**src/rtl/topk_result_buffer.sv**
```systemverilog
// rtl/topk_result_buffer.sv - dedups top-k search results and replays them over ready/valid
module topk_result_buffer #(
  parameter int DATA_WIDTH = 32,
  parameter int K_MAX      = 8
) (
  input  logic                       clk_in,
  input  logic                       rst_n_in,
  input  logic                       start_in,
  input  logic [15:0]                k_in,
  input  logic                       flush_in,
  input  logic [DATA_WIDTH-1:0]      result_in,
  input  logic                       result_valid_in,
  input  logic                       out_ready_in,
  output logic [DATA_WIDTH-1:0]      out_data_out,
  output logic [$clog2(K_MAX)-1:0]   out_index_out,
  output logic                       out_valid_out,
  output logic                       out_last_out,
  output logic [$clog2(K_MAX):0]     count_out,
  output logic                       busy_out,
  output logic                       done_out,
  output logic                       dup_drop_out,
  output logic                       overflow_out
);

  localparam int IW = $clog2(K_MAX);
  localparam int CW = IW + 1;

  typedef enum logic [1:0] {ST_IDLE, ST_COLLECT, ST_DRAIN} state_t;

  state_t                state_q, state_d;
  logic [CW-1:0]         count_q, count_d;
  logic [CW-1:0]         keff_q, keff_d;
  logic [IW-1:0]         rd_ptr_q, rd_ptr_d;
  logic                  done_q, done_d;
  logic                  dup_q, dup_d;
  logic                  ovf_q, ovf_d;
  logic                  wr_en;
  logic                  match;
  logic                  last;
  logic [CW-1:0]         k_sat;
  logic [DATA_WIDTH-1:0] mem [K_MAX];

  assign k_sat = (k_in >= 16'(K_MAX)) ? CW'(K_MAX) : k_in[CW-1:0];
  assign last  = ({1'b0, rd_ptr_q} == (count_q - CW'(1)));

  // Only entries already stored take part; a write this cycle is seen next cycle.
  always_comb begin
    match = 1'b0;
    for (int i = 0; i < K_MAX; i++) begin
      if ((CW'(i) < count_q) && (mem[i] == result_in)) match = 1'b1;
    end
  end

  always_comb begin
    state_d  = state_q;
    count_d  = count_q;
    keff_d   = keff_q;
    rd_ptr_d = rd_ptr_q;
    done_d   = 1'b0;
    dup_d    = 1'b0;
    ovf_d    = ovf_q;
    wr_en    = 1'b0;
    if (start_in) begin
      count_d  = '0;
      rd_ptr_d = '0;
      ovf_d    = 1'b0;
      keff_d   = k_sat;
      if (k_sat == '0) begin
        state_d = ST_IDLE;
        done_d  = 1'b1;
      end else begin
        state_d = ST_COLLECT;
      end
    end else begin
      case (state_q)
        ST_COLLECT: begin
          if (result_valid_in) begin
            if (match) begin
              dup_d = 1'b1;
            end else begin
              wr_en   = 1'b1;
              count_d = count_q + CW'(1);
            end
          end
          // A result coinciding with flush is stored before the flush takes effect.
          if (count_d == keff_q) begin
            state_d = ST_DRAIN;
          end else if (flush_in) begin
            if (count_d != '0) begin
              state_d = ST_DRAIN;
            end else begin
              state_d = ST_IDLE;
              done_d  = 1'b1;
            end
          end
        end
        ST_DRAIN: begin
          if (result_valid_in) ovf_d = 1'b1;
          if (out_ready_in) begin
            if (last) begin
              state_d = ST_IDLE;
              done_d  = 1'b1;
            end else begin
              rd_ptr_d = rd_ptr_q + IW'(1);
            end
          end
        end
        default: ;
      endcase
    end
  end

  always_ff @(posedge clk_in or negedge rst_n_in) begin
    if (!rst_n_in) begin
      state_q  <= ST_IDLE;
      count_q  <= '0;
      keff_q   <= '0;
      rd_ptr_q <= '0;
      done_q   <= 1'b0;
      dup_q    <= 1'b0;
      ovf_q    <= 1'b0;
    end else begin
      state_q  <= state_d;
      count_q  <= count_d;
      keff_q   <= keff_d;
      rd_ptr_q <= rd_ptr_d;
      done_q   <= done_d;
      dup_q    <= dup_d;
      ovf_q    <= ovf_d;
    end
  end

  always_ff @(posedge clk_in) begin
    if (wr_en) mem[count_q[IW-1:0]] <= result_in;
  end

  assign out_valid_out = (state_q == ST_DRAIN);
  assign out_data_out  = out_valid_out ? mem[rd_ptr_q] : '0;
  assign out_index_out = out_valid_out ? rd_ptr_q : '0;
  assign out_last_out  = out_valid_out && last;
  assign count_out     = count_q;
  assign busy_out      = (state_q != ST_IDLE);
  assign done_out      = done_q;
  assign dup_drop_out  = dup_q;
  assign overflow_out  = ovf_q;

endmodule

```
**config.mk**
```make
export PLATFORM = sky130hd
export DESIGN_NAME = topk_result_buffer
export DESIGN_NICKNAME = d
export VERILOG_FILES = /design/src/rtl/topk_result_buffer.sv
export SDC_FILE = /design/constraint.sdc
export NUM_CORES = 1
export LEC_CHECK = 0
export ABC_AREA = 0
export CAP_MARGIN = 0
export CORE_MARGIN = 1.5
export CORE_UTILIZATION = 38
export CTS_BUF_LIST = sky130_fd_sc_hd__clkbuf_8
export DETAILED_ROUTE_END_ITERATION = 7
export GPL_ROUTABILITY_DRIVEN = 1
export PLACE_DENSITY = 0.58
export SYNTH_ARGS = -nofsm -noshare
export SYNTH_HDL_FRONTEND = slang
export SYNTH_SLANG_ARGS = --single-unit
export TNS_END_PERCENT = 100
```
**constraint.sdc**
```tcl
create_clock -name clk_in -period 5.3 [get_ports clk_in]
set_clock_uncertainty 0.1 [all_clocks]
set_input_delay 1.06 -clock clk_in [delete_from_list [all_inputs] [get_ports clk_in]]
set_output_delay 1.06 -clock clk_in [all_outputs]
set_load 0.05 [all_outputs]
```
==> metrics list <==
* Synthesized netlist net count: between 900 and 1,000
- Post-synthesis cell type with the largest combined area: sky130_fd_sc_hd__edfxtp_1
* Internal Dissipation: 3540 uW
* Number of buffers inserted during clock tree synthesis: between 40 and 50
- The cell family contributing the most delay on the critical path is buffers and inverters.
- Final core utilization: a little under half
* Clock slew at the register clock pins of the worst setup and hold paths: approximately 50 ps
- The die covers ~38,000 sq um.
- Once routing completed, OpenROAD measured the worst setup slack at 645 ps.
- For this run the aggregate overflow at the end of global routing stands at 0.
* Number of synthesized register bits: between 200 and 300
- In this run the worst path has a maximum fanout of 35.
- In this run the standard cell core region covers between 30,000 and 40,000 sq um.
* Post-detail-place hpwl: a little over 30 mm
- The clock net in this run drives a total of approximately 270 sinks.
* Worst min-delay path endpoint: overflow_out
- Final weighted congestion in routability-driven placement: between 0.9 and 1
- TritonCTS built the clock tree.
* Via count of the routed design: 8,681
* Hold buffers post-CTS: 0
* Reg2Reg Launch Point: count_out[0]
* Count of instances resized after the clock tree is built: 0
- The first global-routing pass estimated ~62 mm of wire.
- By count the netlist is led by 256 x sky130_fd_sc_hd__edfxtp_1, 167 x sky130_fd_sc_hd__xnor2_1, 103 x sky130_fd_sc_hd__xor2_1.
- In the final layout, the multi-input gates occupy roughly 5600 sq um.
- Area of the mapped netlist: approximately 14,000 sq um
- Die height: about 200 microns
- Drt first pass iters: 5
- Setup Viol. Count Final: 0
- Slowest cell delay on critical path: a little over 900 ps
- Summed over all layers, the routed wires come to 43.2 mm.
- Max-cap violations in this run came to 0.
- Initial antenna violation count: 0
* Maximum clock rate: ~210 MHz
- Number of placed I/O pins: 99
* Count of final max-slew check failures: 0
- Proportion of synthesized chip area in sequential cells: between 50% and 60%
- In the final layout, flip-flops and latches occupy about 8100 sq um.
* Flop pwr share: 50.2%
- Of the total power, the share spent switching nets is 26.7%.
* CTS root buffer: sky130_fd_sc_hd__clkbuf_8
- Setup repair after global routing left no endpoint under its margin.
- Number of unique standard cell types used by synthesis: 45
- Static Leakage: 0.00525 uW
- In the synthesized netlist the dominant register cell turns out to be sky130_fd_sc_hd__edfxtp_1.
- The signal on the critical path passes through buf_4 -> mux4_2 -> mux2i_1 -> nor2b_1 -> clkdlybuf4s50_1.
* Std cell rows: 70
- Number of synthesized flops with an enable pin: about 260
* Max-slew headroom at the worst pin: between 40 and 50%
- Area fraction of the dominant cell type after synthesis: between 50% and 60%
* Post-layout min period: roughly 4700 ps
- The die is approximately 200 microns wide.
- IR drop worst, VDD: roughly 180 uV
- STA puts the critical path data required time at 4140 ps.
- Post-Syn Instances: 930
- The share of total power dissipated in combinational logic is a little over an eighth.
- Worst R2R End: mem[3][29]
- For this run, the post-layout net count is 1,139.
* # port buffers: between 90 and 100
- The critical path contains buffers and inverters numbering 2 combined.
- Deepest clock path buffer count: 3
- Warning count from the yosys run: 0
- Total power for the finished layout comes to a little under 5000 uW.
- Cell count of the worst hold path: 2
- Result of the run: finished clean
- In the routed design, unresolved DRC markers number 0.
* Average size of a mapped cell: about 15 sq um
* Via count of the first global-routing pass: 8,743
- Dividing total power by cell area gives a power density of 289 nW/um^2.
* Starting Density: 38.5%
- Detailed-route wire length per cell: between 20 and 30 microns
- Count of filler cells inserted in the layout: about 3,300
* Category of the worst setup path launch point: flop
- Layout overhead on the synthesized area: 19.0%
* Kind of critical path: reg -> out
- Hold timing on the final database bottoms out at a slack of just under 400 ps.
* Actual slew at the worst max-slew pin: ~870 ps
- STA puts the critical path data arrival time at between 3000 and 4000 ps.
- Clock latency of the later-clocked register in the worst-skew pair: approximately 570 ps
* Part of the power in the clock network: between 30% and 40%
- All-Layer GR Usage: 22.8%
- Fraction of layout cells with a size suffix above 1: 17.9%
* Post-route fraction of the period consumed by the critical path: 87.8%
- The final number of hold-violating endpoints is 0.
- First DRT Iteration DRCs: 935
* Number of antenna diodes: 0
- The slowest stage of the critical path is the sky130_fd_sc_hd__dfrtp_4 cell.
* Register-to-Register Path Depth: 8
* Net Sw Power: between 1000 and 1500 uW
* # Post-CTS Setup Buffers: 0
* Most frequent cell after synthesis: sky130_fd_sc_hd__edfxtp_1
- Ranking of synthesized cells by area: sky130_fd_sc_hd__edfxtp_1 55%, sky130_fd_sc_hd__xnor2_1 10%, sky130_fd_sc_hd__mux4_2 10%
- Start point of the worst min-delay path: overflow_out
- After synthesis, the share of flip-flops with an asynchronous set or reset is slightly below 6%.
- The worst setup path is captured at an output pin.
* Worst slack at placement: between 200 and 300 ps
* DR vias/cell: about 5.5
* H-tree depth reported by CTS: 2
* Maximum number of pins on one net before global-route repair: 43
- The worst hold path belongs to the class reg -> reg.
* Worst-case register-to-register setup slack: between 900 and 1000 ps
- In this run the remaining antenna-violating nets after routing total 0.
cells in the final DEF (no fill, tap or decap), types with 8 or more instances in the layout:
cell type and n:
sky130_fd_sc_hd__xor2_1 103, sky130_fd_sc_hd__clkinv_1 13, sky130_fd_sc_hd__mux2i_1 35, sky130_fd_sc_hd__mux4_2 64, sky130_fd_sc_hd__buf_12 8, sky130_fd_sc_hd__buf_4 55
sky130_fd_sc_hd__nor4_1 30, sky130_fd_sc_hd__inv_1 22, sky130_fd_sc_hd__nor3_1 11, sky130_fd_sc_hd__xnor2_1 167, sky130_fd_sc_hd__nor2b_1 33, sky130_fd_sc_hd__nand2_1 8
sky130_fd_sc_hd__dfrtp_1 13, sky130_fd_sc_hd__clkdlybuf4s50_1 98, sky130_fd_sc_hd__edfxtp_1 256, sky130_fd_sc_hd__nor2_1 19, sky130_fd_sc_hd__nand3_1 11, sky130_fd_sc_hd__clkbuf_8 48
sky130_fd_sc_hd__nand4_1 46
worst register-to-register path, delay by kind of cell (launching register included):
family	cells	cell delay, ps
AND/OR/NAND/NOR	4	1650
AO/OA/AOI/OAI	2	1040
flip-flops	1	490
buffers and inverters	1	350
adder cells (fa/ha/maj)	1	330
cells by family after synthesis:
logic type                 Yosys count  share of synthesized area, %
AOI/OAI and AO/OA                   27                          1.51
xor gates and xnor gates           271                          17.0
adders and majority gates            8                         0.714
buffers and inverters               74                          2.84
DFF                                272                          57.7
muxes                               99                          12.8
and+or+nand+nor                    179                          7.39
per-stage QoR:
step           setup TNS, ps  std cells  area [sq um]
3_5_place_dp               0       1496         15900
6_report                   0       1575         16700
5_1_grt                    0       1575         16700
4_1_cts                    0       1575         16700
3_3_place_gp               0       1496         15900
2_1_floorplan          -1150        930         14000
final cells by class:
type	count	area share, %
multi-input cells	584	33.5
flip-flops and latches	272	48.5
clock buffers	48	3.96
inverters	11	0.248
repair buffers	161	9.32
clock inverters	31	0.938
well taps	468	3.51
worst max path at each step:
| stage | slack, ps | cells after the start | start | end |
|---|---|---|---|---|
| finish | 650 | 5 | rd_ptr_q[0] | out_data_out[0] |
| global route | 410 | 5 | rd_ptr_q[0] | out_data_out[0] |
| CTS | 550 | 5 | rd_ptr_q[0] | out_data_out[9] |
| detailed placement | 260 | 11 | result_in[21] | mem[3][11] |
| global placement | 310 | 11 | result_in[21] | mem[1][11] |
| floorplan | -20 | 11 | result_in[17] | mem[3][0] |
flip-flops by register name, indices dropped and copies added, names as in the netlist:
signal        cells
rd_ptr_q          3
count_out         4
overflow_out      1
mem             256
done_out          1
dup_drop_out      1
keff_q            4
state_q           2
layer usage:
layer  GRT usage [%]  wire length (microns)  up-vias
li1                -                      -     3795
met1            30.7                  18200     4429
met2            36.7                  20600      383
met3            5.87                   3410       74
met4            5.74                   1030        0
met5               0                      0        -
power groups by stage:
stage | sequential, uW | combinational (uW) | clock (uW)
floorplan | 2460 | 386 | 0
global placement | 2470 | 662 | 0
detailed placement | 2470 | 663 | 0
CTS | 2420 | 666 | 1770
global route | 2430 | 699 | 1870
finish | 2420 | 659 | 1740
No activity file was read; power rests on OpenSTA's default activity.
